$ cat src/rtl/capture_controller.sv
// capture_controller
// Single-frame capture sequencer in the pixel clock domain. Arms on a host
// start request, skips any frame already in flight, then crops the next full
// frame to a latched window and emits registered buffer write strobes and
// addresses for the in-window pixels.
//
// Ports
//   pixel_clock_in     pixel clock (only clock)
//   pixel_reset_n_in   asynchronous active-low reset
//   start_capture_in   single-cycle capture request
//   abort_in           single-cycle abort, overrides everything
//   frame_valid_in     sensor frame valid
//   line_valid_in      sensor line valid
//   x/y_offset_in      window first column / row
//   x/y_size_in        window width / height
//   write_enable_out   buffer write strobe (one cycle after the pixel)
//   address_out        buffer write address of the current strobe
//   capture_busy_out   high in ARMED or CAPTURING
//   image_valid_out    high in DONE
//   image_size_out     pixels written in the last capture
//   timeout_out        sticky: last arm timed out
//   overflow_out       sticky: buffer filled during capture
//
// state      | meaning
// -----------+----------------------------------------------
// IDLE       | waiting for start
// ARMED      | waiting for a fresh frame_valid rising edge
// CAPTURING  | cropping the frame, issuing buffer writes
// DONE       | frame complete, image_valid_out high
module capture_controller #(
  parameter int          X_WIDTH        = 10,
  parameter int          Y_WIDTH        = 10,
  parameter int          ADDR_WIDTH     = 16,
  parameter logic [23:0] TIMEOUT_CYCLES = 24'd12_000_000
) (
  input  logic                  pixel_clock_in,
  input  logic                  pixel_reset_n_in,
  input  logic                  start_capture_in,
  input  logic                  abort_in,
  input  logic                  frame_valid_in,
  input  logic                  line_valid_in,
  input  logic [X_WIDTH-1:0]    x_offset_in,
  input  logic [Y_WIDTH-1:0]    y_offset_in,
  input  logic [X_WIDTH-1:0]    x_size_in,
  input  logic [Y_WIDTH-1:0]    y_size_in,
  output logic                  write_enable_out,
  output logic [ADDR_WIDTH-1:0] address_out,
  output logic                  capture_busy_out,
  output logic                  image_valid_out,
  output logic [ADDR_WIDTH:0]   image_size_out,
  output logic                  timeout_out,
  output logic                  overflow_out
);

  typedef enum logic [1:0] {
    S_IDLE      = 2'd0,
    S_ARMED     = 2'd1,
    S_CAPTURING = 2'd2,
    S_DONE      = 2'd3
  } state_t;

  localparam logic [X_WIDTH-1:0]  X_ONE   = {{(X_WIDTH-1){1'b0}}, 1'b1};
  localparam logic [Y_WIDTH-1:0]  Y_ONE   = {{(Y_WIDTH-1){1'b0}}, 1'b1};
  localparam logic [ADDR_WIDTH:0] CNT_ONE = {{ADDR_WIDTH{1'b0}}, 1'b1};
  localparam logic [23:0]         TMR_END = TIMEOUT_CYCLES - 24'd1;

  state_t r_state;
  state_t w_next_state;

  logic                  r_fv_prev;
  logic                  r_lv_prev;
  logic [X_WIDTH-1:0]    r_x;
  logic [Y_WIDTH-1:0]    r_y;
  logic [X_WIDTH-1:0]    r_x_off;
  logic [Y_WIDTH-1:0]    r_y_off;
  logic [X_WIDTH-1:0]    r_x_size;
  logic [Y_WIDTH-1:0]    r_y_size;
  logic [ADDR_WIDTH:0]   r_count;
  logic [23:0]           r_timer;
  logic                  r_we;
  logic [ADDR_WIDTH-1:0] r_addr;
  logic [ADDR_WIDTH:0]   r_image_size;
  logic                  r_timeout;
  logic                  r_overflow;

  logic w_fv_rise;
  logic w_fv_fall;
  logic w_lv_fall;
  logic w_arm;
  logic w_timeout_hit;
  logic w_pixel;
  logic w_in_window;
  logic w_full;
  logic w_busy;
  logic w_image_valid;

  logic [X_WIDTH:0] w_x_end;
  logic [Y_WIDTH:0] w_y_end;

  assign w_fv_rise = frame_valid_in & ~r_fv_prev;
  assign w_fv_fall = ~frame_valid_in & r_fv_prev;
  assign w_lv_fall = ~line_valid_in & r_lv_prev;

  assign w_arm = start_capture_in & ((r_state == S_IDLE) | (r_state == S_DONE));

  // A fresh frame edge wins over an expiring timer in the same cycle.
  assign w_timeout_hit = (r_state == S_ARMED) & ~w_fv_rise & (r_timer == TMR_END);

  assign w_pixel = (r_state == S_CAPTURING) & frame_valid_in & line_valid_in;

  // Window ends are computed one bit wider so offset+size never wraps.
  assign w_x_end = {1'b0, r_x_off} + {1'b0, r_x_size};
  assign w_y_end = {1'b0, r_y_off} + {1'b0, r_y_size};

  assign w_in_window = ({1'b0, r_x} >= {1'b0, r_x_off}) & ({1'b0, r_x} < w_x_end) &
                       ({1'b0, r_y} >= {1'b0, r_y_off}) & ({1'b0, r_y} < w_y_end);

  // The count MSB sets once every buffer location has been written.
  assign w_full = r_count[ADDR_WIDTH];

  // State register
  always_ff @(posedge pixel_clock_in or negedge pixel_reset_n_in) begin
    if (!pixel_reset_n_in) begin
      r_state <= S_IDLE;
    end else begin
      r_state <= w_next_state;
    end
  end

  // Next-state logic
  always_comb begin
    w_next_state = r_state;
    if (abort_in) begin
      w_next_state = S_IDLE;
    end else begin
      case (r_state)
        S_IDLE:      if (start_capture_in) w_next_state = S_ARMED;
        S_ARMED: begin
          if (w_fv_rise)          w_next_state = S_CAPTURING;
          else if (w_timeout_hit) w_next_state = S_IDLE;
        end
        S_CAPTURING: if (w_fv_fall) w_next_state = S_DONE;
        S_DONE:      if (start_capture_in) w_next_state = S_ARMED;
        default:     w_next_state = S_IDLE;
      endcase
    end
  end

  // Output decode of the registered state
  always_comb begin
    w_busy        = 1'b0;
    w_image_valid = 1'b0;
    case (r_state)
      S_ARMED, S_CAPTURING: w_busy        = 1'b1;
      S_DONE:               w_image_valid = 1'b1;
      default: ;
    endcase
  end

  // Datapath: edge history, window latch, counters, write port, status
  always_ff @(posedge pixel_clock_in or negedge pixel_reset_n_in) begin
    if (!pixel_reset_n_in) begin
      r_fv_prev    <= 1'b0;
      r_lv_prev    <= 1'b0;
      r_x          <= '0;
      r_y          <= '0;
      r_x_off      <= '0;
      r_y_off      <= '0;
      r_x_size     <= '0;
      r_y_size     <= '0;
      r_count      <= '0;
      r_timer      <= '0;
      r_we         <= 1'b0;
      r_addr       <= '0;
      r_image_size <= '0;
      r_timeout    <= 1'b0;
      r_overflow   <= 1'b0;
    end else begin
      r_fv_prev <= frame_valid_in;
      r_lv_prev <= line_valid_in;
      r_we      <= 1'b0;

      if (!abort_in) begin
        if (w_arm) begin
          r_x_off      <= x_offset_in;
          r_y_off      <= y_offset_in;
          r_x_size     <= x_size_in;
          r_y_size     <= y_size_in;
          r_timeout    <= 1'b0;
          r_overflow   <= 1'b0;
          r_image_size <= '0;
          r_timer      <= '0;
        end

        if (r_state == S_ARMED) begin
          if (w_fv_rise) begin
            r_x     <= '0;
            r_y     <= '0;
            r_count <= '0;
            r_addr  <= '0;
          end else if (w_timeout_hit) begin
            r_timeout <= 1'b1;
          end else begin
            r_timer <= r_timer + 24'd1;
          end
        end

        if (r_state == S_CAPTURING) begin
          if (w_pixel) begin
            if (r_x != {X_WIDTH{1'b1}}) r_x <= r_x + X_ONE;
            if (w_in_window) begin
              if (!w_full) begin
                r_we    <= 1'b1;
                r_addr  <= r_count[ADDR_WIDTH-1:0];
                r_count <= r_count + CNT_ONE;
              end else begin
                r_overflow <= 1'b1;
              end
            end
          end
          if (w_lv_fall) begin
            r_x <= '0;
            if (r_y != {Y_WIDTH{1'b1}}) r_y <= r_y + Y_ONE;
          end
          if (w_fv_fall) begin
            r_image_size <= r_count;
          end
        end
      end
    end
  end

  assign write_enable_out = r_we;
  assign address_out      = r_addr;
  assign capture_busy_out = w_busy;
  assign image_valid_out  = w_image_valid;
  assign image_size_out   = r_image_size;
  assign timeout_out      = r_timeout;
  assign overflow_out     = r_overflow;

endmodule

$ cat config.mk
export PLATFORM = sky130hd
export DESIGN_NAME = capture_controller
export DESIGN_NICKNAME = d
export VERILOG_FILES = /design/src/rtl/capture_controller.sv
export SDC_FILE = /design/constraint.sdc
export NUM_CORES = 1
export LEC_CHECK = 0
export ABC_AREA = 1
export BUFFER_PORTS_ARGS = -buffer_cell sky130_fd_sc_hd__buf_2
export CAP_MARGIN = 25
export CORE_MARGIN = 4
export CORE_UTILIZATION = 50
export DETAILED_ROUTE_END_ITERATION = 7
export PLACE_DENSITY = 0.71
export SETUP_SLACK_MARGIN = 0.3
export SLEW_MARGIN = 25
export SYNTH_ARGS = -nofsm -noshare
export SYNTH_HDL_FRONTEND = slang
export SYNTH_SLANG_ARGS = --single-unit
$ cat constraint.sdc
create_clock -name pixel_clock_in -period 2.8 [get_ports pixel_clock_in]
set_clock_uncertainty 0.05 [all_clocks]
set_input_delay 0.28 -clock pixel_clock_in [delete_from_list [all_inputs] [get_ports pixel_clock_in]]
set_output_delay 0.28 -clock pixel_clock_in [all_outputs]
set_load 0.02 [all_outputs]
# Word-level counts from Yosys, hierarchy flattened
# Index checks and enable logic that the tools add are counted.
[word_totals] register_bits=141 in_bits=46 output_inout_bits=38 word_cells=109
[classes] addsub=6 n_lt_le_gt_ge=4 eq_ne=9 muxes=52 bitwise_logic=17 n_reduce_logical=5
[op_table] cell="17-bit two-way mux" count=9
[op_table] cell="10-bit two-way mux" count=11
[op_table] cell="16-bit two-way mux" count=6
[op_table] cell="24-bit two-way mux" count=4
[op_table] cell="24-bit by 1-bit adder with 24-bit output, second input constant" count=1
[op_table] cell="24-bit equality test, second input constant" count=1
[op_table] cell="10-bit by 10-bit adder with 11-bit output" count=2
[op_table] cell="10-bit by 11-bit less-than comparator with 1-bit output" count=2
[op_table] cell="10-bit by 1-bit adder with 10-bit output, second input constant" count=2
[op_table] cell="10-bit greater-or-equal comparator" count=2
[op_table] cell="10-bit != test, second input constant" count=2
[op_table] cell="17-bit by 1-bit adder with 17-bit output, second input constant" count=1
[op_table] cell="1-bit two-way mux" count=16
[op_table] cell="1-bit bitwise AND" count=11
[op_table] cell="2-bit two-way mux" count=5
[op_table] cell="2-bit case mux with 3 select lines" count=1
[op_table] cell="1-bit NOT" count=5
[op_table] cell="2-bit equality test, second input constant" count=2
[op_table] cell="4-bit != test, second input constant" count=1
[op_table] cell="2-bit OR reduction" count=2
[op_table] cell="3-bit by 1-bit != test with 1-bit output, second input constant" count=1
[op_table] cell="3-bit != test, second input constant" count=1
[op_table] cell="3-bit AND reduction" count=1
[op_table] cell="2-bit by 1-bit equality test with 1-bit output, second input constant" count=1
[op_table] cell="other kinds (3)" count=3

# Depth between registers and ports, before layout
[logic_depth] ltp_word=9 mapped_depth=25 mapped_depth_nobuf=24

# Least setup slack after synthesis
# No wires, ideal clock.
[synth_path] path_type="register to register" start="reg r_y_off[0]" end="reg r_count[13]" setup_ns=0.113 t_arrival_ns=2.880 required_time_ns=2.637 setup_slack_ns=-0.242 stages_incl_launch_ff=25 n_path_buf=1 period_less_slack_ns=3.042 cell_sequence="dfrtp_1 ha_1 fa_1 inv_1 nor2_1 nor2_1 xor2_1 ha_1 nand2_1 inv_1 a21oi_1 nand2_1 nand2_1 nand2_1 nand2_1 nand2_2 nand2_1 nand2_1 nor2_2 nand2_2 buf_6 nand2_1 nand3_1 nand2_1 inv_1"
[synth_via] elab_chain_len=6 word_cells_on_any_way=8 classes_between="1 x add/sub; 2 x order compare; 3 x mux; 2 x bitwise"
[synth_lines] element="start: declaration" line_no="75" text="logic [Y_WIDTH-1:0] r_y_off;"
[synth_lines] element="start signal: assignment" line_no="186" text="r_y_off <= y_offset_in;"
[synth_lines] element="10-bit by 10-bit adder with 11-bit output or 10-bit greater-or-equal comparator (tied branches)" line_no="113, 116"
[synth_lines] element="10-bit by 11-bit less-than comparator with 1-bit output or 1-bit bitwise AND (tied branches)" line_no="116, 115"
[synth_lines] element="1-bit bitwise AND (*)" line_no="116" text="({1'b0, r_y} >= {1'b0, r_y_off}) & ({1'b0, r_y} < w_y_end);"
[synth_lines] element="17-bit two-way mux (*)" line_no="211" text="if (w_in_window) begin"
[synth_lines] element="17-bit two-way mux (*)" line_no="209" text="if (w_pixel) begin"
[synth_lines] element="17-bit two-way mux (*)" line_no="208" text="if (r_state == S_CAPTURING) begin"
[synth_lines] element="end signal: assignment" line_no="215" text="r_count <= r_count + CNT_ONE;"
[synth_lines] element="end: declaration" line_no="78" text="logic [ADDR_WIDTH:0] r_count;"
# Mark *: on every way between the ends. The rest lies on a longest branch, timed or not.
# A chain may end at the register's enable or synchronous reset.

# Final worst setup path
[layout_path] start="reg r_y_size[0]" end="reg r_count[11]"
[layout_via] elab_chain_len=6
[layout_lines] element="start: declaration" line_no="77" text="logic [Y_WIDTH-1:0] r_y_size;"
[layout_lines] element="start signal: assignment" line_no="188" text="r_y_size <= y_size_in;"
[layout_lines] element="10-bit by 10-bit adder with 11-bit output" line_no="113" text="assign w_y_end = {1'b0, r_y_off} + {1'b0, r_y_size};"
[layout_lines] element="10-bit by 11-bit less-than comparator with 1-bit output" line_no="116"
[layout_lines] element="1-bit bitwise AND" line_no="116"
[layout_lines] element="17-bit two-way mux" line_no="211"
[layout_lines] element="17-bit two-way mux" line_no="209"
[layout_lines] element="17-bit two-way mux" line_no="208"
# No other way between the ends.

==> impl_metrics.env <==
export IMPL_clk_pin_slew_ns=0.06
export IMPL_grt_max_degree=62
export IMPL_netlist_top_cells_area="dfrtp_1, nand2_1, ha_1"
export IMPL_cap_viol_max_count=0
export IMPL_fmax_mhz=313
export IMPL_synth_nets=1437
export IMPL_synth_top_area_share_pct=36.1
export IMPL_grt_ovfl_total=0
export IMPL_outcome="finished, violations left"
export IMPL_drc=0
export IMPL_yosys_warnings=0
export IMPL_power_frac_comb_pct=52.6
export IMPL_setup_tns_ns=-12.14
export IMPL_cpLargestDelayFamily="simple AND/OR/NAND/NOR gates"
export IMPL_violations="setup timing"
export IMPL_worst_slack_ns=-0.392
export IMPL_cts_buffer_depth=2
export IMPL_cp_cell_sequence="ha_2 -> fa_2 -> buf_4 -> buf_4 -> xnor2_1 -> ha_1 -> a21oi_1 -> nand2_1 -> nand2_1 -> nand2_1 -> nand2_1 -> nand2_1 -> nand2_1 -> nand2_2 -> nand2_1 -> nand2_2 -> nor2_4 -> buf_6 -> nand2_8 -> nand2_1 -> nand2_1 -> nand2_1 -> nand2_1"
export IMPL_io_buffer_count=83
export IMPL_required_ns=3.06
export IMPL_endpoint_kind="register"
export IMPL_period_minus_slack_ns=3.19
export IMPL_met1_usage_pct=32.1
export IMPL_cp_slowest_stage_delay_ns=0.39
export IMPL_crit_start="r_y_size[0]"
export IMPL_top_usage_layer="met2"
export IMPL_drt_first_pass_iters=5
export IMPL_rr_startpoint="r_y_size[0]"
export IMPL_synth_main_ff_cell="dfrtp_1"
export IMPL_report_final_slew_viol_count=0
export IMPL_cts_tree="yes"
export IMPL_avgRoutedWirePerCell_um=14.6
export IMPL_powerDensity_mw_per_mm2=1020
export IMPL_num_vias=9108
export IMPL_syn_inst=1323
export IMPL_min_path_type="in -> reg"
export IMPL_grtUsageTotal_pct=23.4
export IMPL_area_growth_pct=19.4
export IMPL_cp_common_cell="nand2_1"
export IMPL_ctsRootBufferMaster="clkbuf_16"
export IMPL_gp_congestion=0.888
export IMPL_pwr_share_clk_pct=20.2
export IMPL_pre_cts_ws_ns=-0.476
export IMPL_synth_area_mm2=0.00977
export IMPL_hold_viol=0
export IMPL_finalPower_mw=11.8
export IMPL_yosys_register_bits=141
export IMPL_grt_pass1_wl_um=42600
export IMPL_pin_count=84
export IMPL_antenna_left=0
export IMPL_use_met3_pct=4.26
export IMPL_power_frac_seq_pct=27.2
export IMPL_wl_um=25200
export IMPL_worstHoldEndpoint="r_x_size[4]"
export IMPL_grt_pass1_vias=8795
export IMPL_leakagePower_nw=5.99
export IMPL_yosysSeqAreaShare_pct=36.1
export IMPL_drtIter0Drc=555
export IMPL_peakVddDrop_mv=0.453
export IMPL_cts_sinks=141
export IMPL_setup_viol_count_final=35
export IMPL_numCtsBuffers=17
export IMPL_rsz0062_at_grt="true"
export IMPL_ff2ff_path_depth=23
export IMPL_drive_gt1_share_pct=18.8
export IMPL_crit_type="reg -> reg"
export IMPL_antenna_found_initial=0
export IMPL_hold_slack_ns=0.00951
export IMPL_synth_edf_count=0
export IMPL_path_max_fanout=8
export IMPL_fin_crit_sh_pct=114
export IMPL_async_flop_share_pct=100
export IMPL_finalNetCount=1561
export IMPL_hpwlAfterDp_um=17500
export IMPL_synth_area_leader_cell="dfrtp_1"
export IMPL_power_switching_mw=5.21
export IMPL_worst_path_buf_inv=3
export IMPL_yosysUniqueCellTypes=64
export IMPL_fin_area_mm2=0.0117
export IMPL_tightest_slew_ns=0.749
export IMPL_worstHoldStart="x_size_in[4]"
export IMPL_worstPathArrival_ns=3.45
export IMPL_slew_headroom_pct=50.0
export IMPL_clkLatencyLatePin_ns=0.43
export IMPL_hold_depth=3
export IMPL_via_per_inst=5.30
export IMPL_coreArea_mm2=0.0190
export IMPL_reg2reg_to="r_count[11]"
export IMPL_reg2reg_setup_slack_ns=-0.39
export IMPL_internal_power_mw=6.63
export IMPL_dieHeight_um=148
export IMPL_antenna_cells=0
export IMPL_use_met2_pct=38.6
export IMPL_crit_slowest_cell="dfrtp_1"
export IMPL_syn_area_per_cell_um2=7.38
export IMPL_switching_share_pct=44.0
export IMPL_htree_levels=4
export IMPL_num_rows=50
export IMPL_crit_path_start_kind="register"
export IMPL_die_area_mm2=0.0218
export IMPL_start_util_pct=51.5
export IMPL_die_w_um=148
export IMPL_placed_cell_area_mm2=0.0107
cell type report:
class / instances / area [um^2]
Fill cell: 1678 / 7300
Multi-Input combinational cell: 979 / 5570
Sequential cell: 141 / 3530
Timing Repair Buffer: 151 / 1000
Inverter: 157 / 612
Clock buffer: 19 / 453
Tap cell: 260 / 325
Clock inverter: 13 / 164
Yosys cell counts, types with 2 or more instances:
cell / count
nor3_1: 18
a22oi_1: 9
xor2_1: 19
buf_1: 3
nor2_1: 67
nand4_1: 21
inv_2: 12
o211ai_1: 12
nor2_8: 2
clkbuf_1: 24
nand2_1: 410
nand3_1: 95
a31o_2: 2
nand3_2: 6
fa_1: 2
buf_2: 11
inv_1: 141
a21oi_1: 62
nand2_2: 11
o22ai_1: 10
a31oi_1: 19
o21ai_0: 83
buf_6: 4
o21ai_1: 8
nor2_4: 5
dfrtp_1: 141
buf_4: 3
nor3_2: 2
nor2_2: 4
ha_1: 66
o31ai_1: 6
a32o_1: 2
o21a_1: 2
clkbuf_8: 2
xnor2_1: 9
nand4_4: 2
timing repair:
item                       in CTS  in global routing
pin swaps                      21                  8
cloned                          2                  0
setup endpoints to repair      35                 41
buffers inserted                5                  2
hold endpoints to repair       63                  0
hold buffers                    9                  0
gates resized for setup        34                 13
power by group through the flow:
| stage | combinational (mW) | clock [mW] | sequential [mW] |
|---|---|---|---|
| 3_5_place_dp | 5.94 | 0 | 3.22 |
| 3_3_place_gp | 5.78 | 0 | 3.21 |
| 6_report | 6.23 | 2.39 | 3.22 |
| 5_1_grt | 7.12 | 2.52 | 3.31 |
| 4_1_cts | 6.20 | 2.42 | 3.21 |
| 2_1_floorplan | 4.14 | 0 | 3.16 |
through the flow:
step                      std cells  utilization (%)
after global routing           1720             61.5
after detailed placement       1670             56.4
after CTS                      1718             61.2
after floorplan                1323                -
after global placement         1670             56.4
final                          1720             61.5
cell usage in the layout, fill, tap and decap left out, types with 5 or more instances in the layout:
master	count
inv_1	139
nand2_2	26
o22ai_1	10
a31oi_1	19
buf_4	53
buf_2	82
dfrtp_1	141
o31ai_1	6
nor2_1	66
dlygate4sd3_1	9
o21ai_0	82
nor2_4	7
nand3_1	85
o211ai_1	12
clkbuf_16	17
xor2_1	19
a22oi_1	9
a21oi_1	59
nor3_1	18
o21ai_1	8
inv_2	13
ha_1	65
nand4_1	21
nand2_1	390
nand2_4	6
nand3_2	16
clkinvlp_4	5
xnor2_1	9
flip-flops by register name, indices dropped and copies added (netlist names):
name              count
r_y                  10
overflow_out          1
image_size_out       17
r_x                  10
r_state               2
r_y_off              10
r_fv_prev             1
r_x_off              10
r_count              17
address_out          16
write_enable_out      1
timeout_out           1
r_timer              24
r_y_size             10
r_x_size             10
r_lv_prev             1
worst max-delay path by stage:
stage | cells after the start | to
after floorplan | 24 | r_count[13]
after global placement | 23 | r_count[10]
after detailed placement | 23 | r_count[5]
after CTS | 22 | r_count[11]
after global routing | 24 | r_count[15]
final | 23 | r_count[11]
cells by family after synthesis:
group / count (synthesis) / share of synthesized area (%)
compound gates: 229 / 13.8
xor+xnor: 28 / 2.51
fa+ha+maj: 68 / 8.87
buf+inv: 205 / 8.92
flops: 141 / 36.1
mux: 1 / 0.103
simple gates: 651 / 29.7
metal layers:
metal	up-vias	part of all wire, %
met2	230	47
met1	4235	46
met5	-	0
li1	4608	-
met3	35	5.0
met4	0	1.4
worst min-delay path, delay by kind of cell:
kind / cells / cell delay (ns)
buf+inv: 1 / 0.07
simple gates: 2 / 0.09
No activity file was read; power rests on OpenSTA's default activity.
